File: config.mk
export PLATFORM = sky130hd
export DESIGN_NAME = id_ex_skid_stage
export DESIGN_NICKNAME = d
export VERILOG_FILES = /design/src/rtl/id_ex_skid_stage.sv
export SDC_FILE = /design/constraint.sdc
export NUM_CORES = 1
export LEC_CHECK = 0
export CAP_MARGIN = 10
export CORE_MARGIN = 2
export CORE_UTILIZATION = 35
export CTS_BUF_LIST = sky130_fd_sc_hd__clkbuf_8
export DETAILED_ROUTE_END_ITERATION = 12
export HOLD_SLACK_MARGIN = 0.05
export SLEW_MARGIN = 20
export SYNTH_ARGS = -nofsm -noshare
export SYNTH_HDL_FRONTEND = slang
export SYNTH_SLANG_ARGS = --single-unit
File: constraint.sdc
create_clock -name clk -period 45.9 [get_ports clk]
set_clock_uncertainty 0.15 [all_clocks]
set_input_delay 13.77 -clock clk [delete_from_list [all_inputs] [get_ports clk]]
set_output_delay 13.77 -clock clk [all_outputs]
set_load 0.01 [all_outputs]
File: src/rtl/id_ex_skid_stage.sv
// id_ex_skid_stage
// Decode-to-execute pipeline register for the vector datapath, built as a
// two-entry skid buffer. Execute back-pressure is absorbed by the skid entry,
// so in_ready depends only on registered state, never on out_ready.
//
// Ports
//   clk, reset        rising-edge clock, asynchronous active-high reset
//   flush             synchronous kill of every buffered and incoming entry
//   in_valid/in_ready decode-side handshake
//   rd1, rd2, extend  LANES*N operand vectors
//   ra1, ra2, wa3     register addresses
//   ctrl              {FlagWrite, ALUSrc, Branch, MemWrite, MemtoReg, RegWrite, PCSrc}
//   alu_control       ALU operation
//   out_valid/out_ready execute-side handshake
//   *_o               registered payload from the main entry (ctrl_o gated)
//   stall_cnt         saturating count of back-pressured cycles
//
// state | meaning ({s_valid, m_valid})
//   EMPTY | no entries held
//   HALF  | main entry valid, skid entry empty
//   FULL  | main and skid entries valid, in_ready low
//   BAD   | skid valid without main; unreachable, recovers to EMPTY
module id_ex_skid_stage #(
  parameter int LANES  = 3,
  parameter int N      = 18,
  parameter int RA_W   = 4,
  parameter int ALUC_W = 4,
  parameter int CNT_W  = 16
) (
  input  logic                  clk,
  input  logic                  reset,
  input  logic                  flush,
  input  logic                  in_valid,
  output logic                  in_ready,
  input  logic [LANES*N-1:0]    rd1,
  input  logic [LANES*N-1:0]    rd2,
  input  logic [LANES*N-1:0]    extend,
  input  logic [RA_W-1:0]       ra1,
  input  logic [RA_W-1:0]       ra2,
  input  logic [RA_W-1:0]       wa3,
  input  logic [6:0]            ctrl,
  input  logic [ALUC_W-1:0]     alu_control,
  output logic                  out_valid,
  input  logic                  out_ready,
  output logic [LANES*N-1:0]    rd1_o,
  output logic [LANES*N-1:0]    rd2_o,
  output logic [LANES*N-1:0]    extend_o,
  output logic [RA_W-1:0]       ra1_o,
  output logic [RA_W-1:0]       ra2_o,
  output logic [RA_W-1:0]       wa3_o,
  output logic [6:0]            ctrl_o,
  output logic [ALUC_W-1:0]     alu_control_o,
  output logic [CNT_W-1:0]      stall_cnt
);

  localparam int VW = LANES * N;
  localparam int PW = 3 * VW + 3 * RA_W + 7 + ALUC_W;

  typedef enum logic [1:0] {
    EMPTY = 2'b00,
    HALF  = 2'b01,
    BAD   = 2'b10,
    FULL  = 2'b11
  } state_t;

  state_t            state_q, state_d;
  logic [PW-1:0]     m_pay_q, m_pay_d;
  logic [PW-1:0]     s_pay_q, s_pay_d;
  logic [CNT_W-1:0]  stall_cnt_q, stall_cnt_d;

  logic              m_valid, s_valid;
  logic              acc, fire;
  logic [PW-1:0]     in_pay;
  logic [6:0]        ctrl_m;

  assign m_valid   = state_q[0];
  assign s_valid   = state_q[1];
  assign in_ready  = ~s_valid;
  assign out_valid = m_valid;
  assign acc       = in_valid & in_ready;
  assign fire      = out_valid & out_ready;

  assign in_pay = {rd1, rd2, extend, ra1, ra2, wa3, ctrl, alu_control};

  always_comb begin
    state_d = state_q;
    m_pay_d = m_pay_q;
    s_pay_d = s_pay_q;
    if (flush) begin
      // payload left untouched; the gated ctrl_o makes it harmless
      state_d = EMPTY;
    end else begin
      case (state_q)
        EMPTY: begin
          if (acc) begin
            m_pay_d = in_pay;
            state_d = HALF;
          end
        end
        HALF: begin
          if (acc && fire) begin
            m_pay_d = in_pay;
          end else if (acc) begin
            s_pay_d = in_pay;
            state_d = FULL;
          end else if (fire) begin
            state_d = EMPTY;
          end
        end
        FULL: begin
          if (fire) begin
            m_pay_d = s_pay_q;
            state_d = HALF;
          end
        end
        default: state_d = EMPTY;
      endcase
    end
  end

  always_comb begin
    stall_cnt_d = stall_cnt_q;
    if (out_valid && !out_ready && !flush && (stall_cnt_q != {CNT_W{1'b1}})) begin
      stall_cnt_d = stall_cnt_q + CNT_W'(1);
    end
  end

  always_ff @(posedge clk or posedge reset) begin
    if (reset) begin
      state_q     <= EMPTY;
      m_pay_q     <= '0;
      s_pay_q     <= '0;
      stall_cnt_q <= '0;
    end else begin
      state_q     <= state_d;
      m_pay_q     <= m_pay_d;
      s_pay_q     <= s_pay_d;
      stall_cnt_q <= stall_cnt_d;
    end
  end

  assign {rd1_o, rd2_o, extend_o, ra1_o, ra2_o, wa3_o, ctrl_m, alu_control_o} = m_pay_q;

  // invalid cycles present as bubbles with no control side effects
  assign ctrl_o    = m_valid ? ctrl_m : 7'b0;
  assign stall_cnt = stall_cnt_q;

endmodule

==> results of run 1 <==
## state kept, by name (all words and copies together) (netlist names)
signal / count
s_pay_q: 185
state_q: 2
m_pay_q: 185
stall_cnt: 16
## placed cells by master (no fill, tap or decap), types with 6 or more instances in the layout
master           count
nand2_1            191
clkbuf_8            96
nand3_1              8
xnor2_1             10
mux2_1              27
mux2i_1            187
nor2_1              11
inv_1               24
o21ai_0            168
dfrtp_1            388
buf_4               11
xor2_1               6
o21ai_1             18
clkdlybuf4s50_1    392
mux2_2             159
## tightest hold or removal path, stage by stage (launching register included)
cell and delay [ns]:
dfrtp_1 0.33, nand2_1 0.05, o21ai_0 0.06
## layer usage
layer  GRT usage  vias up
met4      0.0615       12
met1       0.200     5396
met5           0        -
met3      0.0664       86
met2       0.253      300
li1            -     5277
## cell families after synthesis
logic type,count (synthesis),synth area share
AND/OR/NAND/NOR,232,0.0555
buffers and inverters,265,0.107
flip-flops,388,0.548
multiplexers,373,0.224
AO/OA/AOI/OAI,190,0.0541
adder cells (fa/ha/maj),5,0.00353
XOR/XNOR,16,0.00791
## through the flow
| stage | total power (W) | setup WS, ns |
|---|---|---|
| after detailed placement | 0.00107 | 28.47 |
| after CTS | 0.00142 | 29.18 |
| after floorplan | 0.000929 | 21.20 |
| after global routing | 0.00149 | 28.81 |
| final | 0.00139 | 29.17 |
| after global placement | 0.00105 | 28.60 |
## power groups by stage
stage | sequential [W] | clock, W | combinational [W]
after floorplan | 0.000572 | 0 | 0.000356
after global placement | 0.000590 | 0 | 0.000461
after detailed placement | 0.000599 | 0 | 0.000471
after CTS | 0.000594 | 0.000349 | 0.000472
after global routing | 0.000615 | 0.000364 | 0.000508
final | 0.000593 | 0.000334 | 0.000463
## worst max-delay path by stage
stage / to / slack (ns) / cells after the start
after floorplan: m_pay_q[0]$_DFFE_PP0P_ / 21.20 / 1
after global placement: m_pay_q[38]$_DFFE_PP0P_ / 28.60 / 7
after detailed placement: m_pay_q[26]$_DFFE_PP0P_ / 28.47 / 7
after CTS: m_pay_q[26]$_DFFE_PP0P_ / 29.18 / 7
after global routing: m_pay_q[26]$_DFFE_PP0P_ / 28.81 / 7
final: m_pay_q[26]$_DFFE_PP0P_ / 29.17 / 7
## layout make-up
class                           count  share of cell area
Inverter                            4             0.00101
Clock buffer                       96              0.0595
Sequential cell                   388               0.438
Tap cell                          672              0.0379
Clock inverter                     28             0.00660
Timing Repair Buffer              404               0.181
Multi-Input combinational cell    816               0.276
==> results.py, run 1 <==
metrics = {
    "cells_and_area": {
        "layout-drive-gt1-share": 0.166,
        "register_area_um2": 9710,
        "layoutNonFillerInstCount": 2408,
        "area_growth_pct": 25.3,
        "diodes": 0,
        "fin_area_um2": 22200,
        "fin_nets": 1881,
        "fillers": 4783,
        "multi_input_area_um2": 6130,
        "fin_util": 0.443,
    },
    "die": {
        "die_w_um": 229,
        "dieArea_um2": 52400,
        "coreArea_um2": 50100,
        "die_h_um": 229,
        "num_rows": 82,
        "ios": 393,
        "initial_core_util": 0.354,
    },
    "sta": {
        "worst_pin_slew_ns": 1.04,
        "slew_headroom": 0.308,
        "rsz0062_at_grt": "no",
        "hold_viol_final": 0,
        "setup_viol": 0,
        "fin_crit_sh": 0.365,
        "maxSlewViolCount": 0,
        "period_needed_ns": 16.73,
        "max_freq_ghz": 0.0598,
        "hold_ws_ns": 0.324,
        "setup_tns_ns": 0,
    },
    "placed_design": {
        "place_congestion": 0.792,
        "dp_cells": 2284,
        "hpwl_mm": 27.5,
        "portBuffers": 392,
        "placed_area_um2": 20700,
    },
    "worst_setup_path": {
        "timing.rr.end": "m_pay_q[26]$_DFFE_PP0P_",
        "critPathKind": "input pin to flip-flop",
        "worstPathRequired_ns": 46.19,
        "slowest_delay_ns": 0.85,
        "r2r_cells": 6,
        "r2r_slack_ns": 41.05,
        "worstSetupStartpoint": "out_ready",
        "regToRegStartpoint": "state_q[0]$_DFFE_PP0P_",
        "worstPathArrival_ns": 17.02,
        "critical_path_peak_fanout": 108,
        "crit_path_start_kind": "input pin",
        "path_cells": "clkdlybuf4s50_1 > nand2_1 > o21ai_0 > nand3_4 > buf_4 > buf_4 > o21ai_0",
        "crit_family": "buffers and inverters",
        "cp_num_buf_inv": 3,
        "worstSetupEndpointType": "flip-flop",
        "crit_path_top_delay_cell": "buf_4",
    },
    "synth": {
        "synth_enable_flop_cells": 0,
        "syn_inst": 1469,
        "synthDistinctLibCells": 34,
        "synthArstFlopShare": 1.00,
        "synth_top_area_cell": "dfrtp_1",
        "yosys-top-cells-area": "dfrtp_1 (55%), mux2i_1 (11%), mux2_2 (10%), buf_4 (7.6%), o21ai_0 (4.7%)",
        "ys_ff_latch": 388,
        "synthesis.nets": 1664,
        "yosys.cell_count.top_type": "dfrtp_1",
        "synthTopCellsByCount": "dfrtp_1 (388), nand2_1 (191), mux2i_1 (187)",
        "synth_top_flop_cell": "dfrtp_1",
        "syn_area_um2": 17700,
        "yosysTopAreaCellShare": 0.548,
        "syn_avg_cell_area_um2": 12.1,
        "synth_warnings": 0,
        "synth-seq-area-share": 0.548,
    },
    "flow_run": {
        "drv_cap": 0,
    },
    "route": {
        "highest_layer": "met5",
        "firstDrtPassIters": 4,
        "met3_length_mm": 3.52,
        "wl_met1_mm": 17.9,
        "drtIter0Drc": 494,
        "route.detailed.drc": 0,
        "drt.antenna.violating_nets": 0,
        "wire_per_inst_um": 17.4,
        "wl_met2_mm": 19.2,
        "viasPerCell": 4.60,
        "drt-total-wl_mm": 41.8,
        "vias": 11100,
    },
    "power_and_ir_drop": {
        "p_int_w": 0.000955,
        "leakage_nw": 9.23,
        "pwr_density_cell_nw_per_um2": 62.7,
        "switching_power_w": 0.000435,
        "seqPwrFrac": 0.426,
        "swShare": 0.313,
        "ir_drop_v": 0.0000360,
        "combPwrFrac": 0.333,
        "pwr-share-clk": 0.240,
    },
    "clocking": {
        "clkLatencyLatePin_ns": 0.63,
        "post_cts_buffers": 0,
        "post_cts_resized": 0,
        "cts.clk_slew.worst_paths_ns": 0.06,
        "cts_tree": "built",
        "cts.sinks": 388,
        "htree_levels": 3,
        "cts-buffers-inserted": 72,
        "hold_buffers": 0,
        "cts_root_buf": "clkbuf_8",
        "cts_max_path_buffers": 3,
    },
    "hold_path": {
        "hp-class": "flip-flop to flip-flop",
        "whs_path_depth": 2,
        "min_from": "m_pay_q[50]$_DFFE_PP0P_",
        "holdPathEnd": "m_pay_q[50]$_DFFE_PP0P_",
    },
    "global_route": {
        "grt_use_total": 0.162,
        "grt_pass1_wl_mm": 66.7,
        "first_global_vias": 11700,
        "overflow": 0,
        "antenna_found_initial": 7,
        "grt_max_degree": 111,
    },
    "outcome": {
        "outcome": "finished, final reports clean",
    },
}
Power figures use the tool's default switching activity.
==> inputs of run 2 (changes only) <==
- clock period: 45.9 -> 16.86 ns (I/O delays scaled with it)
==> run 2 against run 1 <==
Combinational power grew to 2.7 times the previous value; worst setup slack got worse by 20 ns; core utilization is 0.20 points higher; clock power increased to 2.8 times the previous value; highest routed layer unchanged; sequential power grew to 2.7 times the previous value; sequential cell count stayed put; final area grew 0.45%; sequential share of layout area is 0.19 points lower; die area did not move; clock-buffer cell count is 6 higher.
==> results.py, run 2 (synthesized netlist as in run 1, its figures left out) <==
metrics = {
    "outcome": {
        "outcome": "finished, final reports clean",
    },
    "global_route": {
        "grtUsageMet3": 0.0675,
        "grt_pass1_wl_mm": 66.1,
        "first_global_vias": 11700,
        "top_usage_layer": "met2",
        "grt_use_total": 0.159,
        "use_met1": 0.194,
        "met2_usage": 0.250,
        "antenna_found_initial": 7,
        "grt_max_degree": 111,
        "overflow": 0,
    },
    "die": {
        "num_rows": 82,
        "initial_core_util": 0.354,
        "die_h_um": 229,
        "ios": 393,
        "dieArea_um2": 52400,
        "die_w_um": 229,
        "coreArea_um2": 50100,
    },
    "clocking": {
        "cts-buffers-inserted": 71,
        "htree_levels": 3,
        "cts_root_buf": "clkbuf_8",
        "cts.sinks": 388,
        "cts.clk_slew.worst_paths_ns": 0.06,
        "clkLatencyLatePin_ns": 0.62,
        "post_cts_resized": 0,
        "post_cts_buffers": 0,
        "cts_tree": "built",
        "cts_max_path_buffers": 3,
        "hold_buffers": 0,
    },
    "route": {
        "drtIter0Drc": 481,
        "drt.antenna.violating_nets": 0,
        "viasPerCell": 4.61,
        "firstDrtPassIters": 4,
        "vias": 11100,
        "drt-total-wl_mm": 41.6,
        "route.detailed.drc": 0,
        "wire_per_inst_um": 17.2,
    },
    "sta": {
        "hold_viol_final": 0,
        "maxSlewViolCount": 0,
        "slew_headroom": 0.317,
        "setup_viol": 0,
        "period_needed_ns": 8.04,
        "worst_pin_slew_ns": 1.02,
        "setup_tns_ns": 0,
        "rsz0062_at_grt": "no",
        "max_freq_ghz": 0.124,
        "fin_crit_sh": 0.477,
    },
    "placed_design": {
        "dp_cells": 2284,
        "hpwl_mm": 27.6,
        "portBuffers": 392,
        "place_congestion": 0.792,
    },
    "power_and_ir_drop": {
        "leakage_nw": 9.27,
        "pwr_density_cell_nw_per_um2": 172,
        "ir_drop_v": 0.000112,
    },
    "hold_path": {
        "hp-class": "flip-flop to flip-flop",
        "whs_path_depth": 2,
    },
    "cells_and_area": {
        "fillers": 4741,
        "area_growth_pct": 25.8,
        "fin_nets": 1880,
        "layout-drive-gt1-share": 0.173,
        "layoutNonFillerInstCount": 2416,
        "final_cell_mix": "clkdlybuf4s50_1 (392), dfrtp_1 (388), nand2_1 (191), mux2i_1 (187), o21ai_0 (168)",
        "layout_commonest_cell": "clkdlybuf4s50_1",
    },
    "flow_run": {
        "drv_cap": 0,
    },
    "worst_setup_path": {
        "worstPathArrival_ns": 8.33,
        "critical_path_peak_fanout": 108,
        "r2r_slack_ns": 12.03,
        "worstPathRequired_ns": 17.15,
        "worstSetupEndpointType": "flip-flop",
        "critPathKind": "input pin to flip-flop",
        "r2r_cells": 6,
        "crit_path_start_kind": "input pin",
    },
}
==> run 2: cell count changes in the layout (fill, tap and decap cells not counted) <==
cell and change:
diode_2 +1, clkbuf_8 +6, buf_6 -1, buf_4 +1, inv_1 -7, clkinv_2 +7, clkinv_4 +1
==> run 2: per-layer routing <==
layer	wire, µm	part of all wire
met1	17400	0.42
met2	19000	0.46
met3	4050	0.097
met4	1060	0.026
met5	58	0.0014
==> run 2: layout make-up <==
class                      instances  area [µm²]  area share
sequential                       388        9710       0.436
multi-input combinational        816        6130       0.275
timing repair buffer             404        4010       0.180
clock buffer                     102        1400      0.0630
tap                              672         841      0.0377
clock inverter                    29         164     0.00735
inverter                           4        22.5     0.00101
antenna                            1        2.50    0.000112
==> run 2: critical path, cell delays in order <==
cell and delay, ns:
clkdlybuf4s50_1 0.42, nand2_1 0.14, o21ai_0 0.19, nand3_4 0.62, buf_4 0.67, buf_4 0.85, o21ai_0 0.25
==> run 2: path summary, 6_finish.rpt <==
path,startpoint,to
hold reg to reg,m_pay_q[50]$_DFFE_PP0P_,m_pay_q[50]$_DFFE_PP0P_
max in group asynchronous,reset,m_pay_q[134]$_DFFE_PP0P_
min in group asynchronous,reset,m_pay_q[79]$_DFFE_PP0P_
setup reg to reg,state_q[0]$_DFFE_PP0P_,m_pay_q[26]$_DFFE_PP0P_
hold / removal,m_pay_q[50]$_DFFE_PP0P_,m_pay_q[50]$_DFFE_PP0P_
setup / recovery,out_ready,m_pay_q[26]$_DFFE_PP0P_
==> run 2: where the power goes <==
| group | internal [W] | leakage, nW | switching, W |
|---|---|---|---|
| Clock | 0.000551 | 0.866 | 0.000397 |
| Combinational | 0.000704 | 3.65 | 0.000559 |
| Sequential | 0.00138 | 4.76 | 0.000237 |
| Total | 0.00263 | 9.27 | 0.00119 |
==> run 2: stage by stage <==
stage | setup slack [ns] | utilization | area, µm² | hold slack [ns] | total power (W)
final | 8.82 | 0.445 | 22300 | 0.325 | 0.00382
after global routing | 8.48 | 0.445 | 22300 | 0.354 | 0.00408
after CTS | 8.83 | 0.445 | 22300 | 0.331 | 0.00389
after detailed placement | 8.12 | 0.414 | 20700 | 0.319 | 0.00291
after global placement | 8.27 | 0.414 | 20700 | 0.309 | 0.00286
after floorplan | 0.868 | - | 17700 | 0.291 | 0.00253
